[src/rtl/fifo_arb_ctrl_pkg.sv]
// ---------------------------------------------------------------------------
// fifo_arb_ctrl_pkg
//   Default parameter constants shared by the arbitrated FIFO controller.
//   Width-dependent types live in the modules themselves, because their
//   widths come from per-instance parameters.
// ---------------------------------------------------------------------------
package fifo_arb_ctrl_pkg;

   localparam int DATASIZE_DEF     = 8;  // FIFO word width
   localparam int ADDRSIZE_DEF     = 4;  // memory address bits, depth = 2**ADDRSIZE
   localparam int AFULL_MARGIN_DEF = 2;  // free entries left when almost_full rises

endpackage

[src/rtl/rr_arb2.sv]
// ---------------------------------------------------------------------------
// rr_arb2
//   Two-way round-robin arbiter with a 1-bit priority register.
//   Ports:
//     wclk, wrst_n  clock and asynchronous active-low reset
//     req[1:0]      request vector (bit N = requester N)
//     en            grant enable (deasserted while the FIFO is full)
//     gnt[1:0]      one-hot or zero grant, combinational
// ---------------------------------------------------------------------------
module rr_arb2 (
   input  logic       wclk,
   input  logic       wrst_n,
   input  logic [1:0] req,
   input  logic       en,
   output logic [1:0] gnt
);

   // prio names the preferred requester when both ask in the same cycle
   logic prio;

   always_comb begin
      gnt = 2'b00;
      if (en) begin
         if (req[0] && (!req[1] || !prio)) gnt[0] = 1'b1;
         else if (req[1])                  gnt[1] = 1'b1;
      end
   end

   // After any grant the other requester becomes preferred; no grant, no change
   always_ff @(posedge wclk or negedge wrst_n) begin
      if (!wrst_n)     prio <= 1'b0;
      else if (gnt[0]) prio <= 1'b1;
      else if (gnt[1]) prio <= 1'b0;
   end

endmodule

[src/rtl/fifo_arb_ctrl.sv]
// ---------------------------------------------------------------------------
// fifo_arb_ctrl
//   Controller for a single-clock FIFO fed by two round-robin arbitrated
//   writers and drained by one reader. The storage array is an external
//   fifomem with a combinational read port.
//   Ports:
//     wclk, wrst_n                 clock, asynchronous active-low reset
//     reqN_valid/reqN_data/reqN_ready  write requester N, ready = accepted
//     rd_en, rd_data, rd_valid     pop request, registered data, 1-cycle valid
//     mem_*                        connection to the external fifomem
//     full, empty, almost_full     status flags from registered pointers
//     count                        occupancy 0 .. 2**ADDRSIZE
//     underflow_err                sticky pop-while-empty indication
// ---------------------------------------------------------------------------
module fifo_arb_ctrl
   import fifo_arb_ctrl_pkg::*;
#(
   parameter int DATASIZE     = DATASIZE_DEF,
   parameter int ADDRSIZE     = ADDRSIZE_DEF,
   parameter int AFULL_MARGIN = AFULL_MARGIN_DEF
) (
   input  logic                wclk,
   input  logic                wrst_n,
   input  logic                req0_valid,
   input  logic [DATASIZE-1:0] req0_data,
   output logic                req0_ready,
   input  logic                req1_valid,
   input  logic [DATASIZE-1:0] req1_data,
   output logic                req1_ready,
   input  logic                rd_en,
   output logic [DATASIZE-1:0] rd_data,
   output logic                rd_valid,
   output logic [DATASIZE-1:0] mem_wdata,
   output logic [ADDRSIZE-1:0] mem_waddr,
   output logic [ADDRSIZE-1:0] mem_raddr,
   output logic                mem_winc,
   output logic                mem_wfull,
   input  logic [DATASIZE-1:0] mem_rdata,
   output logic                full,
   output logic                empty,
   output logic                almost_full,
   output logic [ADDRSIZE:0]   count,
   output logic                underflow_err
);

   localparam int              DEPTH     = 1 << ADDRSIZE;
   localparam logic [ADDRSIZE:0] AFULL_LVL = (ADDRSIZE+1)'(DEPTH - AFULL_MARGIN);
   localparam logic [ADDRSIZE:0] PTR_ONE   = (ADDRSIZE+1)'(1);

   // One extra MSB distinguishes full from empty when the low bits match
   logic [ADDRSIZE:0] wptr;
   logic [ADDRSIZE:0] rptr;
   logic [1:0]        gnt;
   logic              rd_fire;

   assign full        = (wptr[ADDRSIZE] != rptr[ADDRSIZE]) &&
                        (wptr[ADDRSIZE-1:0] == rptr[ADDRSIZE-1:0]);
   assign empty       = (wptr == rptr);
   assign count       = wptr - rptr;
   assign almost_full = (count >= AFULL_LVL);

   assign mem_waddr = wptr[ADDRSIZE-1:0];
   assign mem_raddr = rptr[ADDRSIZE-1:0];
   assign mem_wfull = full;

   rr_arb2 u_arb (
      .wclk   (wclk),
      .wrst_n (wrst_n),
      .req    ({req1_valid, req0_valid}),
      .en     (!full),
      .gnt    (gnt)
   );

   assign req0_ready = gnt[0];
   assign req1_ready = gnt[1];
   assign mem_winc   = |gnt;
   assign mem_wdata  = gnt[1] ? req1_data : req0_data;

   // Full refuses writes even if a pop happens the same cycle; the freed
   // slot is seen only once rptr has advanced.
   always_ff @(posedge wclk or negedge wrst_n) begin
      if (!wrst_n)       wptr <= '0;
      else if (mem_winc) wptr <= wptr + PTR_ONE;
   end

   // No write-to-read bypass: a word written into an empty FIFO is popped
   // no earlier than the following cycle.
   assign rd_fire = rd_en && !empty;

   // ---- read stage: pop request -> registered rd_data/rd_valid ----
   always_ff @(posedge wclk or negedge wrst_n) begin
      if (!wrst_n) begin
         rptr          <= '0;
         rd_data       <= '0;
         rd_valid      <= 1'b0;
         underflow_err <= 1'b0;
      end else begin
         rd_valid <= rd_fire;
         if (rd_fire) begin
            rd_data <= mem_rdata;
            rptr    <= rptr + PTR_ONE;
         end
         if (rd_en && empty) underflow_err <= 1'b1;
      end
   end

endmodule

[config.mk]
export PLATFORM = sky130hd
export DESIGN_NAME = fifo_arb_ctrl
export DESIGN_NICKNAME = d
export VERILOG_FILES = /design/src/rtl/fifo_arb_ctrl_pkg.sv /design/src/rtl/rr_arb2.sv /design/src/rtl/fifo_arb_ctrl.sv
export SDC_FILE = /design/constraint.sdc
export NUM_CORES = 1
export LEC_CHECK = 0
export BUFFER_PORTS_ARGS = -buffer_cell sky130_fd_sc_hd__buf_4
export CAP_MARGIN = 20
export CORE_ASPECT_RATIO = 0.75
export CORE_MARGIN = 2
export CORE_UTILIZATION = 40
export CTS_CLUSTER_DIAMETER = 100
export CTS_CLUSTER_SIZE = 28
export DETAILED_ROUTE_END_ITERATION = 8
export GPL_ROUTABILITY_DRIVEN = 0
export PLACE_DENSITY_LB_ADDON = 0.25
export SLEW_MARGIN = 5
export SYNTH_ARGS = -nofsm -noshare
export SYNTH_HDL_FRONTEND = slang
export SYNTH_HIERARCHICAL = 1
export SYNTH_SLANG_ARGS = --single-unit
[constraint.sdc]
create_clock -name wclk -period 2.2 [get_ports wclk]
set_input_delay 0.44 -clock wclk [delete_from_list [all_inputs] [get_ports wclk]]
set_output_delay 0.44 -clock wclk [all_outputs]
set_load 0.02 [all_outputs]
# Word level (Yosys, flattened, before mapping)
# Cells that the tools add are included.
# classes
eq_ne	3
reduce_logical	10
mux	7
add_sub_neg	3
magnitude_cmp	1
# ops
op	n
5-bit by 1-bit adder with 5-bit output, second input constant	2
8-bit two-way mux	1
5-bit equality test	1
5-bit by 4-bit >= comparator with 1-bit output, second input constant	1
1-bit two-way mux	5
5-bit subtractor	1
4-bit equality test	1
1-bit logical AND	4
1-bit logical NOT	3
2-bit two-way mux	1
2-bit nonzero test	1
2-bit OR reduction	1
1-bit logical OR	1
1-bit != test	1
# word_totals
inputBits	29
output_inout_bits	38
word_cells	30
ff_bits	21

# Longest topological paths before layout
# Gate-level depths: netlist of the first run.
# depth
depth_word	7
mapped_depth	12
ltp_nobuf	9

# Modules after synthesis
# Netlist of the first run, hierarchy kept.
# by_module_without_submodules
mod	n_inst	seq_area_each_um2	cells_each	area_each_um2
fifo_arb_ctrl	1	500.5	106	1234.9
rr_arb2	1	25.0	8	61.3

# Least setup slack after synthesis of the first run
# OpenSTA, ideal clock, no wires.
# synth_timing
path_kind	register to register
startpoint	register wptr[3]
endpoint	register wptr[1]
stages_incl_launch_ff	11
required_ps	2075
arrival_ps	2674
path_slack_ps	-599
path_buffers	3
setup_time_ps	125
period_less_slack_ps	2799
path_cell_list	dfrtp_1 -> ha_1 -> clkbuf_2 -> and4_1 -> nand2_1 -> nand2_1 -> a21oi_1 -> buf_2 -> or2_2 -> clkbuf_1 -> mux2_2
# synth_via
elab_chain_len	4
# synth_lines
item	line_no	rtl
start: declaration	fifo_arb_ctrl.sv:51	logic [ADDRSIZE:0] wptr;
start signal: assignment	fifo_arb_ctrl.sv:83	else if (mem_winc) wptr <= wptr + PTR_ONE;
4-bit equality test	fifo_arb_ctrl.sv:57	(wptr[ADDRSIZE-1:0] == rptr[ADDRSIZE-1:0]);
1-bit logical AND	fifo_arb_ctrl.sv:56	assign full = (wptr[ADDRSIZE] != rptr[ADDRSIZE]) &&
2-bit two-way mux	rr_arb2.sv:23	if (en) begin
via req1_ready	fifo_arb_ctrl.sv:29	output logic req1_ready,
2-bit OR reduction	fifo_arb_ctrl.sv:76	assign mem_winc = |gnt;
via mem_winc	fifo_arb_ctrl.sv:36	output logic mem_winc,
# The timed path passes the listed nets, and every way through them passes these cells.
# A chain may end at the register's enable or synchronous reset.

# Worst setup path in the final report of the first run
# layout_timing
startpoint	register wptr[0]
endpoint	output almost_full
# layout_via
elab_chain_len	2
# layout_lines
item	line_no	rtl
5-bit subtractor	fifo_arb_ctrl.sv:59	assign count = wptr - rptr;
5-bit by 4-bit >= comparator with 1-bit output	fifo_arb_ctrl.sv:60	assign almost_full = (count >= AFULL_LVL);
end: declaration	fifo_arb_ctrl.sv:41	output logic almost_full,
# No other way between the ends.

==> results of run 1 <==
-- where the power goes --
part           internal, uW  switching [uW]
registers               552             155
clock network           126             131
logic                  1790            1590
total                  2460            1870
-- registers in the layout, summed over array words and instances (netlist names) --
signal	flops
u_arb/prio	1
rd_valid	1
rd_data	8
rptr	5
underflow_err	1
wptr	5
-- final cells by class --
class / instances / area share
Inverter: 10 / 0.0173
Sequential cell: 21 / 0.228
Timing Repair Buffer: 99 / 0.365
Multi-Input combinational cell: 70 / 0.349
Tap cell: 38 / 0.0206
Clock inverter: 1 / 0.00217
Clock buffer: 3 / 0.0179
-- routing by layer --
layer / wire length, um / vias up / GRT usage / share of wire
met5: 0 / - / 0 / 0
met4: 20 / 0 / 0.0641 / 0.0054
met3: 255 / 2 / 0.0686 / 0.069
met2: 1900 / 47 / 0.351 / 0.51
met1: 1530 / 567 / 0.233 / 0.41
li1: - / 561 / - / -
-- through the flow --
stage / TNS, ns / utilization
2_1_floorplan: -0.594 / -
3_3_place_gp: -0.502 / 0.669
3_5_place_dp: -0.651 / 0.669
4_1_cts: -3.49 / 0.738
5_1_grt: -4.24 / 0.764
6_report: -3.14 / 0.764
-- cell families (layout without fill, tap and decap cells) --
group,after synthesis,count (layout),synth area share
AOI/OAI and AO/OA,13,13,0.0666
xor gates and xnor gates,12,12,0.0869
adders and majority gates,7,7,0.0734
buffers and inverters,23,113,0.100
DFF,21,21,0.405
muxes,18,18,0.180
and+or+nand+nor,20,20,0.0878
-- how the worst min path moves through the flow --
stage	start	endpoint	slack (ns)	cells past startpoint
after floorplan	wrst_n	rd_data[0]	0.14	0
after global placement	wrst_n	rd_data[4]	0.34	1
after detailed placement	wrst_n	rd_data[7]	0.34	1
after CTS	wrst_n	rd_data[7]	0.05	1
after global routing	wrst_n	rd_data[7]	0.05	1
final	wrst_n	rd_data[7]	0.05	1
-- Yosys cell counts --
| master | count | area [um2] |
|---|---|---|
| and3_2 | 1 | 7.51 |
| mux2_2 | 10 | 113 |
| clkbuf_1 | 1 | 3.75 |
| xnor2_1 | 9 | 78.8 |
| buf_6 | 1 | 11.3 |
| a21oi_2 | 1 | 8.76 |
| o2111ai_1 | 1 | 8.76 |
| nand4_1 | 5 | 31.3 |
| xor2_1 | 2 | 17.5 |
| and3_1 | 1 | 6.26 |
| mux2_4 | 8 | 120 |
| fa_1 | 1 | 20.0 |
| a21o_1 | 2 | 15.0 |
| xor2_2 | 1 | 16.3 |
| buf_2 | 1 | 5.00 |
| buf_4 | 9 | 67.6 |
| a21oi_1 | 6 | 30.0 |
| nand2_1 | 5 | 18.8 |
| o211ai_1 | 2 | 15.0 |
| nand3_1 | 1 | 5.00 |
| o21ai_2 | 1 | 8.76 |
| inv_1 | 10 | 37.5 |
| ha_1 | 6 | 75.1 |
| and4_1 | 1 | 8.76 |
| or2_2 | 1 | 6.26 |
| dfrtp_1 | 21 | 526 |
| or4b_1 | 1 | 10.0 |
| nor2_1 | 3 | 11.3 |
| and3b_1 | 1 | 8.76 |
| clkbuf_2 | 1 | 5.00 |
-- worst reg2reg max path, delay by kind of cell (launching register included) --
kind | cells | cell delay (ns)
flip-flops | 1 | 0.45
multiplexers | 1 | 0.26
buffers and inverters | 2 | 0.32
AO/OA/AOI/OAI | 1 | 0.04
AND/OR/NAND/NOR | 4 | 0.64
adder cells (fa/ha/maj) | 1 | 0.29
-- timing repair --
action	4_1_cts	5_1_grt
hold buffers	0	0
resized for setup	24	15
buffers inserted	7	8
pin swaps	5	6
gates cloned	1	0
endpoints found under the setup margin	15	18
hold endpoints to repair	0	0
==> flow_summary.json, run 1 <==
{
  "final_common_cell": "buf_4",
  "tightestPinTransition_ns": 0.415,
  "grt-ovfl-total": 0,
  "multi_input_area_um2": 805,
  "p_leak_uw": 0.00116,
  "worstPathCellList": "inv_2, ha_4, inv_2, fa_2, nand2_1, or4b_4, o211ai_1, buf_4",
  "dieWidth_um": 69.7,
  "place.port_buffers": 66,
  "antenna_found_initial": 0,
  "ant_nets": 0,
  "yosys_warnings": 6,
  "netlist_area_um2": 1300,
  "totalWireLength_um": 3700,
  "syn-num-nets": 150,
  "drive_above_1_share": 0.725,
  "end_kind": "output pin",
  "drc_errors": 0,
  "clkSinkCount": 21,
  "crit_top_cell": "inv_2",
  "power_density_nw_per_um2": 1880,
  "firstDrtPassIters": 4,
  "violations": "setup timing",
  "grt_pass1_vias": 1216,
  "hold_viol_final": 0,
  "crit_cells": 8,
  "fin_nets": 241,
  "clock_skew_ns": 0.00185,
  "slowest_stage": "fa_2",
  "insertion_delay_ns": 0.26,
  "first_iter_violations": 40,
  "hold_class": "in2async",
  "diodes": 0,
  "maxCapViolCount": 0,
  "fillerInstances": 202,
  "placed_cell_area_um2": 2020,
  "fin_crit_sh": 1.20,
  "slew_violations": 0,
  "ys_ff_latch": 21,
  "routed-via-count": 1177,
  "max-slew-margin-rel": 0.723,
  "reg2reg_slack_ns": 0.09,
  "critPathMaxFanout": 2,
  "ios": 67,
  "syn_avg_cell_area_um2": 11.4,
  "cts_max_level": 1,
  "worst-path-buf-inv": 3,
  "worstSetupStartpoint": "wptr[0]",
  "row_count": 17,
  "final_cell_mix": "buf_4, buf_6, dfrtp_1",
  "place_ws_ns": -0.174,
  "crit_family": "adder cells",
  "crit_arrival_ns": 2.21,
  "finalNonFillerCells": 242,
  "regArea_um2": 527,
  "timing.rr.end": "wptr[1]",
  "setup_viol": 15,
  "slowest_delay_ns": 0.52,
  "ys_types": 30,
  "vdd_ir_drop_max_mv": 0.756,
  "synthCells": 114,
  "core_um2": 3020,
  "hold_slack_ns": 0.0479,
  "final.min_clock_period_ns": 2.65,
  "cts_tree": "done",
  "initial_core_util": 0.429,
  "fmax_mhz": 378,
  "grt_max_degree": 22,
  "area_growth_pct": 78.1,
  "path_clk_slew_ns": 0.08,
  "outcome": "finished, violations left",
  "rsz0062_at_grt": "true",
  "grt_usage": 0.199,
  "root_buffer": "clkbuf_8",
  "cp-start-kind": "flip-flop",
  "die_area_um2": 3720,
  "seq_area_frac_synth": 0.405,
  "final_area_um2": 2310,
  "wl_per_cell_um": 15.3,
  "crit_type": "reg2out",
  "hpwlAfterDp_um": 2690,
  "finalPower_uw": 4330,
  "grt_pass1_wl_um": 5720,
  "reg2reg_from": "wptr[1]",
  "cp-endpoint": "almost_full",
  "dp.cells": 224,
  "numCtsBuffers": 3,
  "drt-vias-per-instance": 4.86,
  "critPathRequiredTime_ns": 1.76,
  "reg2regPathDepth": 9,
  "dieHeight_um": 53.3,
  "clk_path_buf_depth": 2,
  "setup_slack_ns": -0.445
}
(Power assumes the default switching activity.)
==> run 2: changes to the inputs <==
--- a/config.mk
+++ b/config.mk
@@ -15,7 +15,7 @@
 export DETAILED_ROUTE_END_ITERATION = 8
 export GPL_ROUTABILITY_DRIVEN = 0
 export PLACE_DENSITY_LB_ADDON = 0.25
-export SLEW_MARGIN = 5
+export RECOVER_POWER = 50
 export SYNTH_ARGS = -nofsm -noshare
 export SYNTH_HDL_FRONTEND = slang
 export SYNTH_HIERARCHICAL = 1
==> run 2 against run 1 <==
Net effect:
- the flow still finishes with violations (setup timing)
- combinational power down 1%
- wire length is 0.35% lower
- worst setup slack is essentially flat
- first-iteration DRC count is 23% higher
==> flow_summary.json, run 2 (same netlist as run 1, synthesis figures left out) <==
{
  "area_growth_pct": 74.9,
  "clkSinkCount": 21,
  "hpwlAfterDp_um": 2690,
  "rsz0062_at_grt": "true",
  "crit_family": "adder cells",
  "place_ws_ns": -0.174,
  "hold_slack_ns": 0.372,
  "grt-ovfl-total": 0,
  "grt_usage": 0.199,
  "insertion_delay_ns": 0.26,
  "clock_skew_ns": 0.00182,
  "critPathRequiredTime_ns": 1.76,
  "row_count": 17,
  "grt_pass1_vias": 1216,
  "biggestRegsByFlops": "rd_data x8, rptr x5, wptr x5",
  "routed-via-count": 1177,
  "grt_max_degree": 22,
  "path_clk_slew_ns": 0.08,
  "outcome": "finished, violations left",
  "cts_max_level": 1,
  "p_leak_uw": 0.00112,
  "power_density_nw_per_um2": 1890,
  "worstPathCellList": "inv_2, ha_4, inv_2, fa_2, nand2_1, or4b_4, o211ai_1, buf_4",
  "crit_cells": 8,
  "violations": "setup timing",
  "diodes": 0,
  "finalPower_uw": 4280,
  "ios": 67,
  "worst-path-buf-inv": 3,
  "critPathMaxFanout": 2,
  "reg2reg_slack_ns": 0.09,
  "fin_nets": 241,
  "die_area_um2": 3720,
  "slowest_stage": "fa_2",
  "vdd_ir_drop_max_mv": 0.755,
  "initial_core_util": 0.429,
  "core_um2": 3020,
  "reg2regPathDepth": 9,
  "tightestPinTransition_ns": 1.13,
  "fillerInstances": 212,
  "hold_class": "in2async",
  "numCtsBuffers": 3,
  "slowest_delay_ns": 0.52,
  "setup_viol": 15,
  "hold_viol_final": 0,
  "grt_pass1_wl_um": 5720,
  "reg2reg_from": "wptr[1]",
  "timing.rr.end": "wptr[1]",
  "antenna_found_initial": 0,
  "top_register": "rd_data",
  "totalWireLength_um": 3690,
  "final_cell_mix": "buf_4, buf_6, dfrtp_1",
  "fin_crit_sh": 1.20,
  "drc_errors": 0,
  "wl_per_cell_um": 15.2,
  "end_kind": "output pin",
  "crit_arrival_ns": 2.21,
  "drt-vias-per-instance": 4.86,
  "crit_top_cell": "inv_2",
  "first_iter_violations": 49,
  "place.port_buffers": 66,
  "cp-start-kind": "flip-flop",
  "worstSetupStartpoint": "wptr[0]",
  "dieHeight_um": 53.3,
  "cts_tree": "done",
  "multi_input_area_um2": 805,
  "largest_reg_flops": 8,
  "tns_ns": -3.14,
  "clk_path_buf_depth": 2,
  "final_common_cell": "buf_4",
  "ant_nets": 0,
  "regArea_um2": 527,
  "maxCapViolCount": 0,
  "fmax_mhz": 378,
  "dieWidth_um": 69.7,
  "firstDrtPassIters": 4,
  "drive_above_1_share": 0.672,
  "max-slew-margin-rel": 0.248,
  "root_buffer": "clkbuf_8",
  "crit_type": "reg2out",
  "slew_violations": 0,
  "hold_buffers": 0,
  "setup_slack_ns": -0.446,
  "final.min_clock_period_ns": 2.65
}
-- run 2: through the flow --
stage | util | cells | area, um2
after floorplan | - | 114 | 1440
after global placement | 0.669 | 224 | 2020
after detailed placement | 0.669 | 224 | 2020
after CTS | 0.738 | 236 | 2230
after global routing | 0.751 | 242 | 2270
final | 0.751 | 242 | 2270
-- run 2: area by class of cell --
cell class	instances	share of cell area
Tap cell	38	0.0210
Clock inverter	1	0.00221
Clock buffer	3	0.0182
Inverter	10	0.0177
Sequential cell	21	0.232
Multi-Input combinational cell	70	0.355
Timing Repair Buffer	99	0.354
-- run 2: timing repair --
| item | in CTS | in global routing |
|---|---|---|
| pin swaps | 5 | 6 |
| setup buffers | 7 | 8 |
| endpoints found under the setup margin | 15 | 18 |
| cloned | 1 | 0 |
| gates resized for setup | 24 | 15 |
-- run 2: worst max path at each step --
stage | to | slack, ns
6_report | almost_full | -0.45
5_1_grt | almost_full | -0.52
4_1_cts | almost_full | -0.46
3_5_place_dp | almost_full | -0.17
3_3_place_gp | almost_full | -0.12
2_1_floorplan | almost_full | -0.22
-- run 2: routing by layer --
layer	track usage	vias to the layer above	wire length [um]
met5	0	-	0
met4	0.0641	0	20
met3	0.0686	2	243
met2	0.351	47	1900
met1	0.233	567	1530
li1	-	561	-
-- run 2: report_power, final --
| part | switching [uW] | leakage [uW] | internal [uW] |
|---|---|---|---|
| logic | 1580 | 0.000846 | 1740 |
| clock network | 131 | 0.0000255 | 126 |
| registers | 153 | 0.000244 | 551 |
| total | 1870 | 0.00112 | 2420 |
-- run 2: worst register-to-register path, delay by kind of cell, from the launching register on --
| family | cells | cell delay [ns] |
|---|---|---|
| compound gates | 1 | 0.04 |
| fa+ha+maj | 1 | 0.29 |
| buf+inv | 2 | 0.32 |
| flops | 1 | 0.45 |
| mux | 1 | 0.26 |
| simple gates | 4 | 0.64 |
==> run 3: changes to the inputs <==
--- a/config.mk
+++ b/config.mk
@@ -6,7 +6,7 @@
 export NUM_CORES = 1
 export LEC_CHECK = 0
 export BUFFER_PORTS_ARGS = -buffer_cell sky130_fd_sc_hd__buf_4
-export CAP_MARGIN = 20
+export CAP_MARGIN = 0
 export CORE_ASPECT_RATIO = 0.75
 export CORE_MARGIN = 2
 export CORE_UTILIZATION = 40
@@ -14,8 +14,7 @@
 export CTS_CLUSTER_SIZE = 28
 export DETAILED_ROUTE_END_ITERATION = 8
 export GPL_ROUTABILITY_DRIVEN = 0
-export PLACE_DENSITY_LB_ADDON = 0.25
-export RECOVER_POWER = 50
+export PLACE_DENSITY = 0.77
 export SYNTH_ARGS = -nofsm -noshare
 export SYNTH_HDL_FRONTEND = slang
 export SYNTH_HIERARCHICAL = 1
==> run 3 against run 2 <==
Net effect:
- total power is 0.31% lower
- combinational power is essentially flat
- the run still ends with setup timing left
- wire length rose by 2.7%
- die area stayed put
- worst hold slack got worse by 0.33 ns
- fmax fell by 1.4%
- global-route usage rose by 0.084 points
- critical path type unchanged
==> flow_summary.json, run 3 (same netlist as run 1, synthesis figures left out) <==
{
  "final.min_clock_period_ns": 2.68,
  "hold_viol_final": 0,
  "hold_class": "in2async",
  "crit_arrival_ns": 2.24,
  "dieHeight_um": 53.3,
  "grt-ovfl-total": 0,
  "row_count": 17,
  "tns_ns": -2.81,
  "grt_max_degree": 22,
  "path_clk_slew_ns": 0.08,
  "dp.cells": 224,
  "seq_power_share": 0.163,
  "slowest_stage": "fa_2",
  "fin_nets": 238,
  "fmax_mhz": 373,
  "violations": "setup timing",
  "dieWidth_um": 69.7,
  "end_kind": "output pin",
  "insertion_delay_ns": 0.26,
  "tightestPinTransition_ns": 0.269,
  "antenna_found_initial": 0,
  "setup_viol": 14,
  "grt_usage": 0.200,
  "fillerInstances": 205,
  "firstDrtPassIters": 4,
  "top_register": "rd_data",
  "numCtsBuffers": 3,
  "place.port_buffers": 66,
  "final_cell_mix": "buf_4, dfrtp_1, mux2_4, buf_6, xnor2_1",
  "cts_max_level": 1,
  "crit_top_cell": "inv_2",
  "routed-via-count": 1168,
  "switchingPower_uw": 1840,
  "regArea_um2": 527,
  "rsz0062_at_grt": "true",
  "critPathRequiredTime_ns": 1.76,
  "p_leak_uw": 0.00113,
  "place_ws_ns": -0.186,
  "root_buffer": "clkbuf_8",
  "max-slew-margin-rel": 0.821,
  "outcome": "finished, violations left",
  "drc_errors": 0,
  "totalWireLength_um": 3790,
  "grt_pass1_wl_um": 5580,
  "cp-start-kind": "flip-flop",
  "hpwlAfterDp_um": 2890,
  "ant_nets": 0,
  "initial_core_util": 0.429,
  "setup_slack_ns": -0.484,
  "clk_path_buf_depth": 2,
  "wl_per_cell_um": 15.9,
  "finalNonFillerCells": 239,
  "grt_pass1_vias": 1172,
  "met2WireLength_um": 2030,
  "wl_met1_um": 1610,
  "diodes": 0,
  "biggestRegsByFlops": "rd_data x8, rptr x5, wptr x5",
  "vdd_ir_drop_max_mv": 0.822,
  "core_um2": 3020,
  "drt-vias-per-instance": 4.89,
  "ios": 67,
  "die_area_um2": 3720,
  "swShare": 0.431,
  "critPathMaxFanout": 2,
  "multi_input_area_um2": 798,
  "power_density_nw_per_um2": 1890,
  "clkSinkCount": 21,
  "p_int_uw": 2430,
  "top_layer": "met4",
  "final_common_cell": "buf_4",
  "crit_type": "reg2out",
  "power_frac_comb": 0.778,
  "slowest_delay_ns": 0.53,
  "clkPwrFrac": 0.059,
  "fin_crit_sh": 1.22,
  "slew_violations": 0,
  "cts_tree": "done",
  "area_growth_pct": 74.4,
  "met3_length_um": 127,
  "worstPathCellList": "inv_2, ha_4, inv_2, fa_2, nand2_1, or4b_1, o211ai_1, buf_4",
  "maxCapViolCount": 0,
  "largest_reg_flops": 8,
  "drive_above_1_share": 0.711,
  "clock_skew_ns": 0.00564,
  "first_iter_violations": 35
}
-- run 3: per-layer routing --
layer	track usage	vias up
met1	0.251	583
met2	0.354	28
met3	0.0495	2
li1	-	555
met4	0.0481	0
met5	0	-
-- run 3: repair_timing --
item,CTS,global route
endpoints found under the setup margin,14,17
hold buffers,0,0
gates cloned,1,0
gates resized for setup,20,8
buffers inserted,4,8
pin swaps,2,9
-- run 3: final timing paths --
check	startpoint	to	slack [ns]	cells past startpoint
max in group asynchronous	wrst_n	wptr[1]	1.92	1
min reg2reg	underflow_err	underflow_err	0.47	1
min in group wclk	mem_rdata[6]	rd_data[6]	0.40	2
max reg2reg	wptr[1]	wptr[1]	0.14	9
max	wptr[0]	almost_full	-0.48	8
min	wrst_n	rd_data[1]	0.05	1
-- run 3: power by group through the flow --
stage	Clock (uW)	Combinational, uW	Sequential, uW
after global routing	280	3520	717
after global placement	0	2760	681
after floorplan	0	1760	781
after detailed placement	0	2870	696
after CTS	259	3170	698
final	253	3320	697
-- run 3: worst max-delay path: cells and delay by family, from the launching register on --
kind	cells	cell delay [ns]
flops	1	0.40
fa+ha+maj	2	0.67
simple gates	2	0.51
compound gates	1	0.10
buf+inv	3	0.30
-- run 3: layout make-up --
type / count / area share
timing repair buffer: 96 / 0.356
multi-input combinational: 70 / 0.353
sequential: 21 / 0.233
tap: 38 / 0.0210
clock buffer: 4 / 0.0199
inverter: 10 / 0.0166
-- run 3: through the flow --
stage	utilization	hold WS, ns	total power, uW	area (um2)
finish	0.749	0.0469	4270	2260
global route	0.749	0.0477	4520	2260
CTS	0.732	0.0469	4130	2210
detailed placement	0.669	0.338	3570	2020
global placement	0.669	0.336	3440	2020
floorplan	-	0.144	2540	1440
